==> src/rtl/led_group_ctrl.sv <==
// Button-driven selector mirroring one 4-bit switch group onto its LEDs, with freeze (hold).
// Buttons are synchronized, debounced, edge-detected and arbitrated lowest-index-first.
module led_group_ctrl #(
    parameter int DEBOUNCE_CYCLES = 4
) (
    input  logic        clk,
    input  logic        rst,
    input  logic [15:0] sw,
    input  logic [3:0]  push_button,
    output logic [15:0] led,
    output logic [1:0]  active_group,
    output logic        group_valid,
    output logic        hold
);

    localparam int CW = $clog2(DEBOUNCE_CYCLES);
    localparam logic [CW-1:0] CNT_MAX = CW'(DEBOUNCE_CYCLES - 1);

    typedef enum logic [1:0] {ST_IDLE, ST_ACTIVE, ST_HOLD} state_t;

    logic [3:0]          s1_q, s2_q;
    logic [3:0]          db_q, db_d, db_dly_q;
    logic [3:0][CW-1:0]  cnt_q, cnt_d;
    logic [3:0]          press;
    logic                press_any;
    logic [1:0]          press_idx;

    state_t              state_q;
    logic [1:0]          grp_q;
    logic                group_valid_q, hold_q;
    logic [15:0]         led_q;

    always_comb begin
        for (int i = 0; i < 4; i++) begin
            cnt_d[i] = '0;
            db_d[i]  = db_q[i];
            if (s2_q[i] != db_q[i]) begin
                if (cnt_q[i] == CNT_MAX) begin
                    db_d[i] = s2_q[i];
                end else begin
                    cnt_d[i] = cnt_q[i] + 1'b1;
                end
            end
        end
    end

    always_ff @(posedge clk or posedge rst) begin
        if (rst) begin
            s1_q     <= '0;
            s2_q     <= '0;
            db_q     <= '0;
            db_dly_q <= '0;
            cnt_q    <= '0;
        end else begin
            s1_q     <= push_button;
            s2_q     <= s1_q;
            db_q     <= db_d;
            db_dly_q <= db_q;
            cnt_q    <= cnt_d;
        end
    end

    // Rising edges only; simultaneous presses resolve to the lowest index, others dropped.
    assign press = db_q & ~db_dly_q;

    always_comb begin
        press_any = |press;
        press_idx = 2'd0;
        for (int i = 3; i >= 0; i--) begin
            if (press[i]) press_idx = 2'(i);
        end
    end

    always_ff @(posedge clk or posedge rst) begin
        if (rst) begin
            state_q       <= ST_IDLE;
            grp_q         <= 2'd0;
            group_valid_q <= 1'b0;
            hold_q        <= 1'b0;
        end else if (press_any) begin
            group_valid_q <= 1'b1;
            grp_q         <= press_idx;
            if (state_q == ST_ACTIVE && press_idx == grp_q) begin
                state_q <= ST_HOLD;
                hold_q  <= 1'b1;
            end else begin
                state_q <= ST_ACTIVE;
                hold_q  <= 1'b0;
            end
        end
    end

    // Other groups' bits are always zero while ACTIVE, so switching group clears the old one.
    always_ff @(posedge clk or posedge rst) begin
        if (rst) begin
            led_q <= '0;
        end else begin
            case (state_q)
                ST_ACTIVE: led_q <= sw & (16'h000F << {grp_q, 2'b00});
                ST_HOLD:   led_q <= led_q;
                default:   led_q <= '0;
            endcase
        end
    end

    assign led          = led_q;
    assign active_group = grp_q;
    assign group_valid  = group_valid_q;
    assign hold         = hold_q;

endmodule

==> config.mk <==
export PLATFORM = sky130hd
export DESIGN_NAME = led_group_ctrl
export DESIGN_NICKNAME = d
export VERILOG_FILES = /design/src/rtl/led_group_ctrl.sv
export SDC_FILE = /design/constraint.sdc
export NUM_CORES = 1
export LEC_CHECK = 0
export CORE_MARGIN = 2
export CORE_UTILIZATION = 50
export DETAILED_ROUTE_END_ITERATION = 10
export PLACE_DENSITY = 0.81
export SYNTH_ARGS = -nofsm -noshare
export SYNTH_HDL_FRONTEND = slang
export SYNTH_SLANG_ARGS = --single-unit
export TNS_END_PERCENT = 50
==> constraint.sdc <==
create_clock -name clk -period 3.85 [get_ports clk]
set_input_delay 0.77 -clock clk [delete_from_list [all_inputs] [get_ports clk]]
set_output_delay 0.77 -clock clk [all_outputs]
set_load 0.005 [all_outputs]
==> summary.md <==
| Metric | Value |
|---|---|
| Status | `complete, no violations` |
| Syn_nets | `139` |
| Clk buf depth | `2` |
| Pwr Density | `between 600 and 700 nW/µm²` |
| Post-cts hold buffer count | `0` |
| Final setup viols | `0` |
| Critical Path AT | `1.39 ns` |
| First-pass GRT wire length | `between 4000 and 5000 µm` |
| Setup tns final | `0 ns` |
| Drt total wl | `2880 µm` |
| RSZ-0062 raised after global routing | `no` |
| Gr ovfl total | `0` |
| Placeable Area | `3100 µm²` |
| I/O Pins | `42` |
| Area grow syn2layout | `30.7%` |
| CTS H-Tree Depth | `2` |
| WP data required | `around 3.1 ns` |
| Switching Power | `0.445 mW` |
| Yosys cell types | `29` |
| Vias in the first global route | `1108` |
| Port bufs | `41` |
| Final hold violations | `0` |
| Num CTS Buffers | `5` |
| Layout cell share with drive strength beyond 1 | `0.107` |
| CP Buf/Inv Count | `1` |
| Worst R2R Setup Slack | `2.24 ns` |
| Post-CTS Setup Repair Bufs | `0` |
| Util after Layout | `0.695` |
| Final ANT Viol Nets | `0` |
| Row cnt | `20` |
| WL/cell | `14.2 µm` |
| Most common cell after layout, fill and taps aside | `dfrtp_1` |
| Gate power share | `0.358` |
| Critical-path cell list | `clkdlybuf4s50_1` |
| Vert. Die Dim | `61.5 µm` |
| Family with the most delay on the worst path | `buffers and inverters` |
| Ys Warns | `0` |
| Via count | `~1100` |
| Period minus WS final | `about 2.2 ns` |
| Clk network pwr share | `0.136` |
| Die area | `about 3800 µm²` |
| Cell Area, Synth | `1650 µm²` |
| Fmax | `around 460 MHz` |
| First-pass detailed-route iteration total | `5` |
| Critical Path Start Type | `flip-flop` |
| Antenna Diode Count | `0` |
| Lkg Pwr | `0.961 nW` |
| Max Cap Viol | `0` |
| Least-Margin Pin Slew | `around 1.1 ns` |
| Clk_lat worst skew | `0.34 ns` |
| Sequential area share after synthesis | `0.682` |
| Crit share post-route | `0.560` |
| # resized after CTS | `0` |
| Slew margin rel. | `0.281` |
| Pin count of the biggest net entering global routing | `24` |
| Initial DRC count | `23` |
| Commonest cells after routing, fill and taps aside | `45 x dfrtp_1, 41 x clkdlybuf4s50_1, 16 x a22o_1, 6 x nor3_1` |
| Clock-pin transition on the worst setup and hold timing paths | `0.11 ns` |
| Tightest Hold Check Type | `flip-flop to flip-flop` |
| VDD IR-drop max | `around 330 µV` |
| Register bit total from synthesis | `between 40 and 50` |
| Sw Ratio | `0.316` |
| Sequential power share | `0.506` |
| Tot GR Track Use | `0.180` |
| Filler Cell Count | `233` |
| Pint | `approximately 0.96 mW` |
| Cell count after synthesis | `approximately 110` |
| Syn_area_per_cell | `between 10 and 15 µm²` |
| Vias per Instance | `approximately 5.2` |
| Slowest stage cell, crit path | `clkdlybuf4s50_1` |
| Gpl congestion | `0.730` |
| Placed cell area | `2110 µm²` |
| Overall die width | `61.5 µm` |
| Worst-path maximum fanout | `9` |
| Finished Cell Area | `between 2000 and 2500 µm²` |
| CTS root buffer | `clkbuf_4` |
| Nets | `186` |
| Max incr delay on CP | `about 0.55 ns` |
| HPWL after DPL | `2180 µm` |
| Initial antenna violation count | `0` |
| Critical Path Sink Type | `primary output` |
| DRC | `0` |
| Clock sink count | `45` |
| Setup Skew | `0.0101 ns` |
| Initial Util | `0.532` |
| Critical path type | `flip-flop to primary output` |
| CTS tree | `yes` |
| Max-slew violation count | `0` |
## cells by family (layout without fill, tap and decap cells)
group                    Yosys count  in the layout  share of synthesized area
AO/OA/AOI/OAI                     26             26                      0.136
XOR/XNOR                           4              4                     0.0212
adder cells (fa/ha/maj)            4              4                     0.0303
buffers and inverters              6             52                     0.0144
flip-flops                        45             45                      0.682
multiplexers                       4              4                     0.0273
AND/OR/NAND/NOR                   24             24                     0.0880
## final timing paths
check / depth (start not counted) / end / from
min in group asynchronous: 2 / s1_q[0] / rst
setup reg to reg: 2 / led[2] / state_q[0]
max in group asynchronous: 3 / s2_q[2] / rst
hold reg to reg: 0 / s2_q[2] / s1_q[2]
hold / removal: 0 / s2_q[2] / s1_q[2]
setup / recovery: 1 / active_group[0] / active_group[0]
## power groups by stage
stage	combinational (mW)	clock [mW]	sequential [mW]
3_5_place_dp	0.508	0	0.726
6_report	0.505	0.191	0.713
3_3_place_gp	0.485	0	0.710
5_1_grt	0.560	0.222	0.731
4_1_cts	0.511	0.200	0.715
2_1_floorplan	0.303	0	0.708
## sequential cells by signal, indices dropped and copies added, names as in the netlist
register,flops
active_group,2
cnt_q,8
db_dly_q,4
db_q,4
group_valid,1
led,16
s1_q,4
s2_q,4
state_q,2
## synthesized netlist by cell type
master	n	area, µm²
nor2b_1	5	31.3
ha_1	4	50.1
a311oi_1	1	8.76
xnor2_1	4	35.0
and2b_4	1	10.0
a32o_1	1	10.0
a22o_1	16	140
nand2b_2	1	8.76
mux2_2	4	45.0
clkbuf_1	1	3.75
a32oi_1	1	8.76
nand2_1	2	7.51
a2111oi_2	1	15.0
nor2b_2	1	8.76
nor3b_1	1	7.51
o21ai_0	1	5.00
or3_1	1	6.26
nor3_1	6	30.0
buf_2	1	5.00
a21oi_2	1	8.76
dfrtp_1	45	1130
nor2_1	2	7.51
o21ai_1	1	5.00
a2111o_1	1	11.3
and2b_2	1	8.76
inv_1	4	15.0
a21o_1	1	7.51
nand2b_1	3	18.8
a21oi_1	1	5.00
## worst reg2reg max path: stages, from the launching register on
cell	delay, ns
dfrtp_1	0.42
nor2b_1	0.84
a22o_1	0.30
## stage by stage
step	total power, mW	hold WS (ns)	cells	setup slack [ns]
floorplan	1.01	0.331	113	2.02
global placement	1.20	0.333	197	2.00
detailed placement	1.23	0.340	197	1.95
CTS	1.43	0.366	203	1.67
global route	1.51	0.382	203	1.61
finish	1.41	0.362	203	1.69
## cell type report
class	instances	area, µm²	area share
inverter	4	15.0	0.00696
sequential	45	1130	0.522
multi-input combinational	62	500	0.232
clock inverter	1	5.00	0.00232
clock buffer	5	37.5	0.0174
timing repair buffer	42	418	0.194
tap	44	55.1	0.0255
## metal layers
layer / track usage / routed length [µm] / share of wire / vias up
met1: 0.208 / 1250 / 0.43 / 515
met4: 0.0729 / 49 / 0.017 / 0
met2: 0.309 / 1400 / 0.49 / 39
li1: - / - / - / 500
met3: 0.0588 / 175 / 0.061 / 4
met5: 0 / 0 / 0 / -
No activity file was read; power rests on OpenSTA's default activity.
